`config.mk`:
```
export PLATFORM = sky130hd
export DESIGN_NAME = lift_call_scheduler
export DESIGN_NICKNAME = d
export VERILOG_FILES = /design/src/rtl/lift_pkg.sv /design/src/rtl/lift_target_picker.sv /design/src/rtl/lift_call_scheduler.sv
export SDC_FILE = /design/constraint.sdc
export NUM_CORES = 1
export LEC_CHECK = 0
export BUFFER_PORTS_ARGS = -buffer_cell sky130_fd_sc_hd__clkbuf_2
export CAP_MARGIN = 20
export CORE_MARGIN = 2
export CORE_UTILIZATION = 60
export DETAILED_ROUTE_END_ITERATION = 8
export MAX_ROUTING_LAYER = met4
export PLACE_DENSITY_LB_ADDON = 0.05
export SYNTH_ARGS = -nofsm -noshare
export SYNTH_HDL_FRONTEND = slang
export SYNTH_SLANG_ARGS = --single-unit
```
`constraint.sdc`:
```
create_clock -name clk -period 4.4 [get_ports clk]
set_input_delay 0.22 -clock clk [delete_from_list [all_inputs] [get_ports clk]]
set_output_delay 0.22 -clock clk [all_outputs]
set_load 0.01 [all_outputs]
```
`src/rtl/lift_pkg.sv`:
```
// Shared encodings for the lift call scheduler: controller state codes, FSM states,
// floor width, direction constants and the idle-homing threshold.
package lift_pkg;

  localparam int FLOOR_W = 2;

  localparam logic [1:0] LS_IDLE = 2'b00;
  localparam logic [1:0] LS_UP   = 2'b10;
  localparam logic [1:0] LS_DOWN = 2'b01;

  localparam logic DIR_UP   = 1'b1;
  localparam logic DIR_DOWN = 1'b0;

  localparam int HOME_IDLE_CYCLES = 5;

  typedef enum logic [1:0] {
    S_IDLE,
    S_ISSUE,
    S_TRAVEL,
    S_DWELL
  } state_t;

  // 2'b11 is not a motion code, so it counts as idle.
  function automatic logic ls_moving(input logic [1:0] ls);
    return (ls == LS_UP) || (ls == LS_DOWN);
  endfunction

endpackage

```
`src/rtl/lift_target_picker.sv`:
```
// Combinational SCAN pick: nearest pending floor strictly ahead in dir, else nearest
// pending floor the other way (with new_dir flipped). Zero latency, no flow control.
module lift_target_picker
  import lift_pkg::*;
#(
  parameter int NUM_FLOORS = 4
) (
  input  logic [NUM_FLOORS-1:0] pending,
  input  logic [FLOOR_W-1:0]    cur_floor,
  input  logic                  dir,
  output logic [FLOOR_W-1:0]    target,
  output logic                  new_dir,
  output logic                  found
);

  logic [FLOOR_W-1:0] up_tgt;
  logic [FLOOR_W-1:0] dn_tgt;
  logic [FLOOR_W-1:0] fl;
  logic               up_found;
  logic               dn_found;

  // Descending scan leaves the lowest floor above; ascending scan the highest below.
  always_comb begin
    up_found = 1'b0;
    dn_found = 1'b0;
    up_tgt   = cur_floor;
    dn_tgt   = cur_floor;
    fl       = '0;
    for (int i = NUM_FLOORS - 1; i >= 0; i--) begin
      fl = FLOOR_W'(i);
      if (pending[i] && (fl > cur_floor)) begin
        up_found = 1'b1;
        up_tgt   = fl;
      end
    end
    for (int i = 0; i < NUM_FLOORS; i++) begin
      fl = FLOOR_W'(i);
      if (pending[i] && (fl < cur_floor)) begin
        dn_found = 1'b1;
        dn_tgt   = fl;
      end
    end
  end

  always_comb begin
    found   = up_found | dn_found;
    target  = up_tgt;
    new_dir = DIR_UP;
    if (dir == DIR_UP) begin
      if (!up_found) begin
        target  = dn_tgt;
        new_dir = DIR_DOWN;
      end
    end else if (dn_found) begin
      target  = dn_tgt;
      new_dir = DIR_DOWN;
    end
  end

endmodule

```
`src/rtl/lift_call_scheduler.sv`:
```
// SCAN call scheduler driving req_floor to the lift controller; 1-cycle target selection,
// waits on lift_state for arrival (timeout-forced). Optional LIFT_HOME_EN: idle homing to floor 0.
module lift_call_scheduler
  import lift_pkg::*;
#(
  parameter int NUM_FLOORS     = 4,
  parameter int DWELL_CYCLES   = 4,
  parameter int TRAVEL_TIMEOUT = 8
) (
  input  logic                  clk,
  input  logic                  reset,
  input  logic [NUM_FLOORS-1:0] call_btn,
  input  logic [1:0]            lift_state,
  output logic [FLOOR_W-1:0]    req_floor,
  output logic [NUM_FLOORS-1:0] pending,
  output logic                  served_valid,
  output logic [FLOOR_W-1:0]    served_floor,
  output logic                  busy
);

  state_t                state;
  state_t                state_nxt;
  logic [FLOOR_W-1:0]    cur_floor;
  logic [FLOOR_W-1:0]    pick_target;
  logic [FLOOR_W-1:0]    serve_floor;
  logic                  dir;
  logic                  pick_dir;
  logic                  pick_found;
  logic                  seen_move;
  logic                  here_call;
  logic                  travel_done;
  logic                  serve;
  logic                  homing;
  logic                  home_go;
  logic [3:0]            tcnt;
  logic [3:0]            dcnt;
  logic [NUM_FLOORS-1:0] clr_mask;

  lift_target_picker #(
    .NUM_FLOORS(NUM_FLOORS)
  ) u_picker (
    .pending  (pending),
    .cur_floor(cur_floor),
    .dir      (dir),
    .target   (pick_target),
    .new_dir  (pick_dir),
    .found    (pick_found)
  );

  assign here_call   = pending[cur_floor];
  // An idle code only counts as arrival once the controller has been seen moving.
  assign travel_done = (!ls_moving(lift_state) && seen_move) || (tcnt == 4'(TRAVEL_TIMEOUT));

  always_ff @(posedge clk or negedge reset) begin
    if (!reset) state <= S_IDLE;
    else        state <= state_nxt;
  end

  always_comb begin
    state_nxt = state;
    case (state)
      S_IDLE: begin
        if (here_call)                  state_nxt = S_DWELL;
        else if (home_go || pick_found) state_nxt = S_ISSUE;
      end
      S_ISSUE:  state_nxt = S_TRAVEL;
      S_TRAVEL: if (travel_done) state_nxt = homing ? S_IDLE : S_DWELL;
      S_DWELL:  if (dcnt <= 4'd1) state_nxt = S_IDLE;
      default:  state_nxt = S_IDLE;
    endcase
  end

  always_comb begin
    serve       = 1'b0;
    serve_floor = cur_floor;
    clr_mask    = '0;
    busy        = (state != S_IDLE);
    case (state)
      S_IDLE:   if (here_call) serve = 1'b1;
      S_TRAVEL: begin
        if (travel_done && !homing) begin
          serve       = 1'b1;
          serve_floor = req_floor;
        end
      end
      S_DWELL:  clr_mask = NUM_FLOORS'(1) << cur_floor;
      default:  ;
    endcase
    if (serve) clr_mask = NUM_FLOORS'(1) << serve_floor;
  end

  always_ff @(posedge clk or negedge reset) begin
    if (!reset) begin
      pending      <= '0;
      served_valid <= 1'b0;
      served_floor <= '0;
      req_floor    <= '0;
      cur_floor    <= '0;
      dir          <= DIR_UP;
      tcnt         <= '0;
      dcnt         <= '0;
      seen_move    <= 1'b0;
    end else begin
      pending      <= (pending | call_btn) & ~clr_mask;
      served_valid <= serve;
      if (serve) served_floor <= serve_floor;
      case (state)
        S_IDLE: begin
          if (here_call) begin
            dcnt <= 4'(DWELL_CYCLES);
          end else if (home_go) begin
            req_floor <= '0;
          end else if (pick_found) begin
            req_floor <= pick_target;
            dir       <= pick_dir;
          end
        end
        S_ISSUE: begin
          tcnt      <= 4'd1;
          seen_move <= 1'b0;
        end
        S_TRAVEL: begin
          if (travel_done) begin
            cur_floor <= req_floor;
            if (homing) dir  <= DIR_UP;
            else        dcnt <= 4'(DWELL_CYCLES);
          end else begin
            if (tcnt != 4'hf) tcnt <= tcnt + 4'd1;
            if (ls_moving(lift_state)) seen_move <= 1'b1;
          end
        end
        S_DWELL: if (dcnt != 4'd0) dcnt <= dcnt - 4'd1;
        default: ;
      endcase
    end
  end

`ifdef LIFT_HOME_EN
  logic [3:0] idle_cnt;
  logic       idle_parked;

  assign idle_parked = (state == S_IDLE) && (pending == '0) && (cur_floor != '0);
  assign home_go     = idle_parked && (idle_cnt == 4'(HOME_IDLE_CYCLES - 1));

  always_ff @(posedge clk or negedge reset) begin
    if (!reset) begin
      idle_cnt <= '0;
      homing   <= 1'b0;
    end else begin
      if (!idle_parked)         idle_cnt <= '0;
      else if (idle_cnt != 4'hf) idle_cnt <= idle_cnt + 4'd1;
      if (home_go)                               homing <= 1'b1;
      else if ((state == S_TRAVEL) && travel_done) homing <= 1'b0;
    end
  end
`else
  assign home_go = 1'b0;
  assign homing  = 1'b0;
`endif

endmodule

```
Word-level counts from Yosys, hierarchy flattened
Index checks and enable logic that the tools add are counted.
{ "classes": {"shift": 2, "reduce_logical": 22, "order_cmp": 10, "n_eq_ne": 15, "muxes": 46, "add_sub_neg": 2, "bitwise_logic": 5} }
{ "ops": {"columns": ["operator", "count"], "rows": [
  ["2-bit two-way mux", 17],
  ["4-bit two-way mux", 7],
  ["1-bit two-way mux", 16],
  ["2-bit != test (second input constant)", 7],
  ["4-bit one-hot mux with 3 select lines", 1],
  ["3-bit AND reduction", 4],
  ["1-bit logical AND", 9],
  ["2-bit one-hot mux with 4 select lines", 1],
  ["4-bit one-hot mux with 2 select lines", 1],
  ["1-bit by 2-bit << shifter with 4-bit output (first input constant)", 2],
  ["2-bit == test (second input constant)", 3],
  ["4-bit by 1-bit adder with 4-bit output (second input constant)", 1],
  ["4-bit AND", 1],
  ["2-bit by 1-bit == test with 1-bit output (second input constant)", 2],
  ["4-bit == test (second input constant)", 1],
  ["1-bit by 2-bit greater-than comparator with 1-bit output (first input constant)", 2],
  ["2-bit greater-than comparator (first input constant)", 2],
  ["4-bit by 1-bit <= comparator with 1-bit output (second input constant)", 1],
  ["1-bit by 2-bit < comparator with 1-bit output (first input constant)", 2],
  ["2-bit < comparator (first input constant)", 2],
  ["4-bit != test (second input constant)", 1],
  ["4-bit inverter", 1],
  ["4-bit OR", 1],
  ["1-bit one-hot mux with 2 select lines", 2],
  ["other kinds (13)", 15]
]} }
{ "totals": {"regBits": 23, "word_cells": 112, "output_inout_bits": 10} }

Depth between registers and ports, before layout
Gate-level depths: netlist of run 1.
{ "logic_depth": {"depth_word": 11, "ltp_mapped": 8, "ltp_nobuf": 7} }

Modules after synthesis
A second synthesis of run 1 with hierarchy kept.
{ "hier_totals": {"hier_cells": 166, "area_unflattened_um2": 1580.3} }
{ "modules_own_cells": {"columns": ["mod", "instances", "cells_per_inst", "area_per_inst_um2"], "rows": [
  ["lift_call_scheduler", 1, 133, 1351.3],
  ["lift_target_picker", 1, 33, 229.0]
]} }

Worst setup path after synthesis of run 1
Ideal clock, no wire load.
{ "synth_timing": {"path_type": "register to register", "startpoint": "reg pending[2]", "endpoint": "reg req_floor[1]", "synth_period_minus_slack_ns": 1.749, "arrival_time_ns": 1.625, "path_slack_ns": 2.651, "t_required_ns": 4.275, "stages_incl_launch_ff": 7, "path_cell_list": "dfrtp_1 clkbuf_1 nand2_1 a32oi_1 o22ai_1 nor2_1 mux2_2"} }
{ "synth_via": {"elab_chain_cells": 6, "elab_cells_between_ends": 20, "cone_classes": "mux (15); bitwise (2); reduce/logical (3)"} }
{ "synth_lines": {"columns": ["item", "line", "text"], "rows": [
  ["start: declaration", "lift_call_scheduler.sv:15", "output logic [NUM_FLOORS-1:0] pending,"],
  ["start signal: assignment", "lift_call_scheduler.sv:104", "pending <= (pending | call_btn) & ~clr_mask;"],
  ["1-bit logical AND", "lift_target_picker.sv:31", "if (pending[i] && (fl > cur_floor)) begin"],
  ["1-bit two-way mux or 2-bit two-way mux (tied branches) (3 in series)", "lift_target_picker.sv:31", null],
  ["1-bit OR (tied with other cells)", "lift_target_picker.sv:46", "found = up_found | dn_found;"],
  ["3-bit AND reduction (no source line) or 2-bit two-way mux (tied branches)", null, null],
  ["end signal: assignment", "lift_call_scheduler.sv:114", "req_floor <= pick_target;"],
  ["end: declaration", "lift_call_scheduler.sv:14", "output logic [FLOOR_W-1:0] req_floor,"]
]} }
Parallel ways exist; a longest one is shown, timed or not. The select of a mux whose other input is x is not followed.
A chain may end at the register's enable or synchronous reset.

Worst setup path in the final report of run 1
{ "layout_timing": {"startpoint": "reg cur_floor[0]", "endpoint": "reg req_floor[1]"} }
{ "layout_via": {"elab_chain_cells": 8, "elab_cells_between_ends": 40, "cone_classes": "order compare (8); mux (21); bitwise (2); reduce/logical (9)"} }
{ "layout_lines": {"columns": ["item", "line", "text"], "rows": [
  ["start: declaration", "lift_call_scheduler.sv:23", "logic [FLOOR_W-1:0] cur_floor;"],
  ["start signal: assignment", "lift_call_scheduler.sv:124", "cur_floor <= req_floor;"],
  ["2-bit greater-than comparator or 1-bit by 2-bit < comparator with 1-bit output (tied branches)", "lift_target_picker.sv:31, lift_target_picker.sv:38", null],
  ["1-bit logical AND, on equally long branches", "lift_target_picker.sv:31, lift_target_picker.sv:38", null],
  ["1-bit two-way mux (tied with other cells) (4 in series)", "lift_target_picker.sv:31", null],
  ["1-bit OR (tied with other cells)", "lift_target_picker.sv:46", null],
  ["3-bit AND reduction (no source line) or 2-bit two-way mux (tied branches)", null, null]
]} }
Parallel ways exist; a longest one is shown, timed or not. The select of a mux whose other input is x is not followed.

==> results of run 1 <==
[layer usage]
layer  vias to the layer above  track usage (%)  wire length [um]
met1                       655             32.5              1490
li1                        657                -                 -
met2                        38             46.6              1780
met4                         0             7.72                15
met3                         2             3.49               135
met5                         -                -                 0
[cell usage after synthesis, drive strengths merged (3+ instances only)]
cell type	count	area, um^2
nor2b	3	18.8
dfrtp	22	551
nand2	18	67.6
nor2	15	56.3
buf	3	27.5
nand2b	5	38.8
o211ai	3	22.5
nand3	4	20.0
a31oi	3	18.8
mux2i	7	70.1
and2	3	18.8
inv	15	56.3
o21ai	12	60.1
ha	8	100
a21oi	5	25.0
o2111ai	3	26.3
a21o	3	22.5
clkbuf	6	22.5
[power by group through the flow]
stage,clock network (W),registers (W),logic [W]
2_1_floorplan,0,0.000380,0.000569
3_5_place_dp,0,0.000442,0.000660
4_1_cts,0.000103,0.000438,0.000664
5_1_grt,0.000110,0.000459,0.000751
6_report,0.0000976,0.000442,0.000664
3_3_place_gp,0,0.000435,0.000630
[path summary, 6_finish.rpt]
| kind | depth (start not counted) | end | slack (ps) |
|---|---|---|---|
| max | 4 | req_floor[1] | 2250 |
| min | 3 | pending[1] | 130 |
| max reg2reg | 4 | req_floor[1] | 2250 |
| min reg2reg | 1 | seen_move | 510 |
| max in group asynchronous | 2 | served_floor[1] | 3590 |
| min in group asynchronous | 2 | served_valid | 420 |
[stage by stage]
step	area, um^2	setup WS (ps)
after floorplan	1570	2650
after global placement	1640	2390
after detailed placement	1640	2280
after CTS	1680	2250
after global routing	1680	2130
final	1680	2250
[cell families (layout without fill, tap and decap cells)]
logic type	after synthesis	in the layout	share of synthesized area [%]
AND/OR/NAND/NOR	59	59	19.5
multiplexers	10	10	7.35
AO/OA/AOI/OAI	49	49	22.0
XOR/XNOR	2	2	1.12
adder cells (fa/ha/maj)	8	8	6.40
buffers and inverters	24	37	6.79
flip-flops	23	23	36.9
[what timing repair did]
| action | in CTS | in global routing |
|---|---|---|
| resized for setup | 0 | 0 |
| endpoints found under the setup margin | 0 | 0 |
| hold buffers | 1 | 0 |
| hold endpoints to repair | 22 | 0 |
[state kept, by name, indices dropped and copies added (netlist names)]
name / flops
dcnt: 4
req_floor: 2
pending: 4
cur_floor: 2
seen_move: 1
dir: 1
tcnt: 4
served_floor: 2
state: 2
served_valid: 1
[cells in the final DEF, fill, tap and decap left out, types with 5 or more instances in the layout]
master    Yosys  layout
a21oi_1       5       5
clkbuf_2      0      17
dfrtp_1      22      22
ha_1          8       8
inv_1        15      15
mux2i_1       7       7
nand2_1      18      18
nor2_1       15      15
o21ai_0      11      11
[final cells by class]
cell class	count	area, um^2
clock buffer	3	22.5
clock inverter	1	5.00
fill	228	802
inverter	15	56.3
multi-input combinational	128	882
sequential	23	577
tap	30	37.5
timing repair buffer	18	95.1
[critical path: stages (launching register included)]
cell and delay (ps):
dfrtp_1 690, mux4_2 630, nand2b_4 170, nor2_1 190
mux2_2 370
==> results.txt, run 1 <==
----------------------------------------------------
[Clocking]
  Maximum clock insertion buffer count ... 2
  Post-CTS Repair Setup Buffers ... 0
  Cts bufs inserted ... 3
  Root Buffer Master ... clkbuf_4
  Clk Latency, worst-skew pair ... between 300 and 400 ps
  CTS HTree Levels ... 1
  Number of sinks handled by clock tree synthesis ... 23
  Clock-pin transition on the worst setup and hold timing paths ... between 100 and 150 ps
  Clock tree from TritonCTS ... done

[Layout]
  Utilization after layout ... between 60% and 70%
  Diodes inserted ... 0
  Synthesis-to-layout area growth ... 7.03%
  Non-filler instance count after layout ... between 200 and 250
  Final layout net count ... 205
  Fraction of layout cells with a size suffix above 1 ... about 17%

[Floorplanning]
  Horizontal die dimension ... 55.1 um
  Area inside the core boundary ... 2480 um^2
  Top Ports ... 18
  Starting Density ... roughly 63%
  Die height ... 55.1 um
  Total number of placement rows ... 18
  Die outline area ... 3030 um^2

[Routing]
  Number of remaining DRC errors ... 0
  Total via count in the routed design ... between 1000 and 1500
  Initial DRT Pass Iterations ... 4
  Post-DR wirelength/cell ... around 16 um
  Routed vias/inst ... around 6.2
  Antenna-violating nets left ... 0
  Total Wirelength ... about 3400 um
  Iteration-0 DRC count of the detailed router ... 45

[Placement]
  HPWL after DPL ... 2530 um
  Cell Count Post-Placement ... 213
  Final GP Congestion ... 0.909
  Port-buffer cells ... 17

[Run]
  Total of max-cap violations ... 0

[Global routing]
  Antenna violations before repair ... 0
  First-pass GRT wire length ... approximately 5700 um
  Total global-route track usage ... approximately 27%
  Global-route congestion overflow total ... 0
  Pin count of the biggest net entering global routing ... 24
  Via count of the first global-routing pass ... between 1000 and 1500

[Setup path]
  Crit path launch type ... flip-flop
  Biggest fanout along the worst timing path ... 16
  Arrival time at the worst endpoint ... around 2400 ps
  Nature of the critical path endpoint ... flip-flop
  Launch point of the critical path ... cur_floor[0]
  Required arrival time at the worst endpoint ... between 4000 and 5000 ps
  Startpoint-to-endpoint class of the critical path ... flip-flop to flip-flop
  Launch instance of the worst register-to-register path ... cur_floor[0]

[STA]
  Normalized max-slew margin ... 60.4%
  Worst setup skew after layout ... between 1 and 1.5 ps
  Clock period minus final worst setup slack ... between 2000 and 2500 ps
  Finish-stage setup viols ... 0
  Setup repair after global routing missed its margin ... false
  Final number of max-transition violations ... 0
  Endpoints failing hold ... 0
  TNS Setup ... 0 ps
  Post-route worst hold slack ... 134 ps
  Worst-margin pin slew ... about 590 ps
  Final period utilization ... around half
  Max Clk Rate ... roughly 460 MHz

[Synth]
  Number of flip-flops and latches in the synthesized netlist ... 23
  Number of warnings reported in the yosys synthesis log ... 0
  Main synth FF type ... dfrtp_1
  Cell count after synthesis ... ~180
  Post-synthesis instance area ... ~1600 um^2
  Number of flops mapped to enable cells by yosys ... 0
  Fraction of the yosys area taken by sequential cells ... between 30% and 40%
  Post-synth net total ... about 190
  Distinct cell type count of the synthesized netlist ... 51
  Share of async-settable or async-resettable flops after synthesis ... between 90% and 100%
  Syn avg cell area ... roughly 9 um^2

[Power]
  Final total power ... around 0.0012 W
  Power density over the cells ... between 700 and 800 nW/um^2
  IR Drop Worst-Case VDD ... between 0.4 and 0.5 mV
  Combinational share of power ... between 50% and 60%
  Sw Ratio ... ~48%
  Internal power ... approximately 0.00063 W
  Share of total power in sequential cells ... between 30% and 40%
  Static leakage power ... slightly below 0.8 nW
  Share of total power in the clock network ... under 10%
  Switching power ... approximately 0.00057 W

[Outcome]
  Outcome ... complete, no violations

[Min path]
  Hold Startpoint ... call_btn[1]
  Path category of the worst min-delay check ... input port to flip-flop

----------------------------------------------------
No activity file was read; power rests on OpenSTA's default activity.
==> run 2: changes to the inputs <==
--- a/config.mk
+++ b/config.mk
@@ -8,7 +8,7 @@
 export BUFFER_PORTS_ARGS = -buffer_cell sky130_fd_sc_hd__clkbuf_2
 export CAP_MARGIN = 20
 export CORE_MARGIN = 2
-export CORE_UTILIZATION = 60
+export CORE_UTILIZATION = 52
 export DETAILED_ROUTE_END_ITERATION = 8
 export MAX_ROUTING_LAYER = met4
 export PLACE_DENSITY_LB_ADDON = 0.05
==> constraint.sdc (replaced) <==
create_clock -name clk -period 1.9 [get_ports clk]
set_input_delay 0.095 -clock clk [delete_from_list [all_inputs] [get_ports clk]]
set_output_delay 0.095 -clock clk [all_outputs]
set_load 0.01 [all_outputs]
==> run 2 against run 1 <==
Effect of this change: the flow now finishes with violations (design-rule violations); clock skew is 3.7 ps higher; highest routed layer unchanged; non-clock buffer count up 12; fmax rose by 21%.
==> results.txt, run 2 (same netlist as run 1, synthesis figures left out) <==
----------------------------------------------------
[Outcome]
  Outcome ... finished with violations (was complete, no violations)
  Failing checks ... design-rule violations

[STA]
  Setup repair after global routing missed its margin ... false (unchanged)
  Worst-margin pin slew ... 584 ps (was 594 ps)
  Clock period minus final worst setup slack ... 1780 ps (was 2150 ps)
  Final period utilization ... 93.4% (was 48.9%)
  Max Clk Rate ... 563 MHz (was 465 MHz)
  Worst setup skew after layout ... 4.88 ps (was 1.18 ps)
  Normalized max-slew margin ... 61.1% (was 60.4%)
  Final number of max-transition violations ... 0 (unchanged)
  Endpoints failing hold ... 0 (unchanged)
  Finish-stage setup viols ... 0 (unchanged)
  TNS Setup ... 0 ps (unchanged)

[Floorplanning]
  Horizontal die dimension ... 58.9 um (was 55.1 um)
  Area inside the core boundary ... 2810 um^2 (was 2480 um^2)
  Die outline area ... 3470 um^2 (was 3030 um^2)
  Top Ports ... 18 (unchanged)
  Total number of placement rows ... 19 (was 18)
  Starting Density ... 55.8% (was 63.2%)
  Die height ... 58.9 um (was 55.1 um)

[Layout]
  Post-route design area ... 1770 um^2 (was 1680 um^2)
  Diodes inserted ... 0 (unchanged)
  Fraction of layout cells with a size suffix above 1 ... 22.5% (was 17.0%)
  Top Registers ... dcnt x4, pending x4, tcnt x4 (unchanged)
  Final layout net count ... 217 (was 205)
  Synthesis-to-layout area growth ... 13.3% (was 7.03%)
  Most common cell after layout, fill and taps aside ... dfrtp_1 (unchanged)
  Most used cells in the layout excluding fill and tap cells ... dfrtp_1 (22), nand2_1 (18), clkbuf_2 (17) (unchanged)

[Global routing]
  Pin count of the biggest net entering global routing ... 24 (unchanged)
  Antenna violations before repair ... 0 (unchanged)
  First-pass GRT wire length ... 6130 um (was 5690 um)
  Total global-route track usage ... 23.9% (was 26.8%)
  Global-route congestion overflow total ... 0 (unchanged)
  Via count of the first global-routing pass ... 1352 (was 1250)

[Routing]
  Post-DR wirelength/cell ... 15.4 um (was 15.7 um)
  Number of remaining DRC errors ... 2 (was 0)
  Antenna-violating nets left ... 0 (unchanged)
  Total via count in the routed design ... 1400 (was 1352)
  Initial DRT Pass Iterations ... 6 (was 4)
  Iteration-0 DRC count of the detailed router ... 72 (was 45)
  Routed vias/inst ... 6.06 (was 6.20)
  Total Wirelength ... 3560 um (was 3420 um)

[Placement]
  Final GP Congestion ... 0.858 (was 0.909)
  HPWL after DPL ... 2710 um (was 2530 um)
  Port-buffer cells ... 17 (unchanged)
  DP Area ... 1720 um^2 (was 1640 um^2)

[Clocking]
  Maximum clock insertion buffer count ... 2 (unchanged)
  Number of sinks handled by clock tree synthesis ... 23 (unchanged)
  Clock-pin transition on the worst setup and hold timing paths ... 130 ps (about the same)
  Clk Latency, worst-skew pair ... 310 ps (about the same)
  Clock tree from TritonCTS ... done (unchanged)
  CTS HTree Levels ... 1 (unchanged)
  Root Buffer Master ... clkbuf_4 (unchanged)
  Cts bufs inserted ... 3 (unchanged)

[Setup path]
  Startpoint-to-endpoint class of the critical path ... flip-flop to flip-flop (unchanged)
  Nature of the critical path endpoint ... flip-flop (unchanged)
  Crit path launch type ... flip-flop (unchanged)
  Arrival time at the worst endpoint ... 1970 ps (was 2360 ps)
  Required arrival time at the worst endpoint ... 2100 ps (was 4610 ps)
  Biggest fanout along the worst timing path ... 4 (was 16)

[Min path]
  Path category of the worst min-delay check ... input port to flip-flop (unchanged)

[Power]
  Share of total power in sequential cells ... 29.9% (was 36.7%)
  Share of total power in the clock network ... 7.7% (was 8.1%)
  Combinational share of power ... 62.3% (was 55.2%)
  Switching power ... 0.00136 W (was 0.000573 W)
  Sw Ratio ... 46.0% (was 47.6%)
  Final total power ... 0.00296 W (was 0.00120 W)
  IR Drop Worst-Case VDD ... 0.892 mV (was 0.488 mV)
  Internal power ... 0.00160 W (was 0.000630 W)
  Power density over the cells ... 1670 nW/um^2 (was 718 nW/um^2)
  Static leakage power ... 0.836 nW (was 0.779 nW)

[Run]
  Total of max-cap violations ... 0 (unchanged)

----------------------------------------------------
run 2: cell count changes in the layout (fill, tap and decap cells not counted):
| cell | change |
|---|---|
| o21ai_0 | -1 |
| a31oi_2 | +1 |
| and2_0 | -1 |
| o21ai_1 | +1 |
| buf_4 | +12 |
| a31oi_1 | -1 |
| clkinv_2 | -1 |
| and2_2 | +1 |
| clkbuf_1 | +1 |
run 2: metal layers:
layer  vias to the layer above  wire (um)  part of all wire, %  global-route usage, %
met3                         6        189                  5.3                   2.20
li1                        679          -                    -                      -
met2                        48       1790                   50                   39.5
met5                         -          0                    0                      -
met4                         0         51                  1.4                   9.74
met1                       667       1530                   43                   30.1
run 2: power by group through the flow:
stage	Sequential (W)	Clock [W]	Combinational, W
final	0.000887	0.000229	0.00185
after detailed placement	0.000896	0	0.00181
after global placement	0.000883	0	0.00176
after CTS	0.000887	0.000241	0.00182
after floorplan	0.000879	0	0.00132
after global routing	0.000920	0.000258	0.00205
run 2: worst max-delay path, cell delays in order, from the launching register on:
cell      delay (ps)
dfrtp_1          430
mux4_2           580
and2_1           230
or2_1            210
o311ai_0          90
nand2_1          120
run 2: stage by stage:
stage,utilization (%),setup WS (ps),hold slack (ps),cells
floorplan,-,151,-201,175
global placement,61.4,157,107,225
detailed placement,61.4,102,122,225
CTS,62.7,78.3,22.4,230
global route,63.2,8.54,41.3,231
finish,63.2,125,30.0,231
run 2: repair_timing:
| item | 4_1_cts | 5_1_grt |
|---|---|---|
| endpoints found under the setup margin | 0 | 7 |
| resized for setup | 0 | 4 |
| buffers inserted | 0 | 1 |
| hold buffers | 1 | 0 |
| endpoints found under the hold margin | 22 | 0 |
run 2: worst paths after layout:
path,slack (ps),startpoint,depth (start not counted),to
max,120,cur_floor[0],5,served_floor[1]
min,30,call_btn[1],3,pending[1]
max reg2reg,120,cur_floor[0],5,served_floor[1]
min reg2reg,520,seen_move,1,seen_move
max in group asynchronous,1220,reset,2,dcnt[0]
min in group asynchronous,300,reset,2,pending[2]
run 2: final cells by class:
type / count / area [um^2]
clock buffer: 4 / 26.3
timing repair buffer: 30 / 185
inverter: 15 / 56.3
tap: 31 / 38.8
fill: 253 / 1030
sequential: 23 / 577
multi-input combinational: 128 / 890
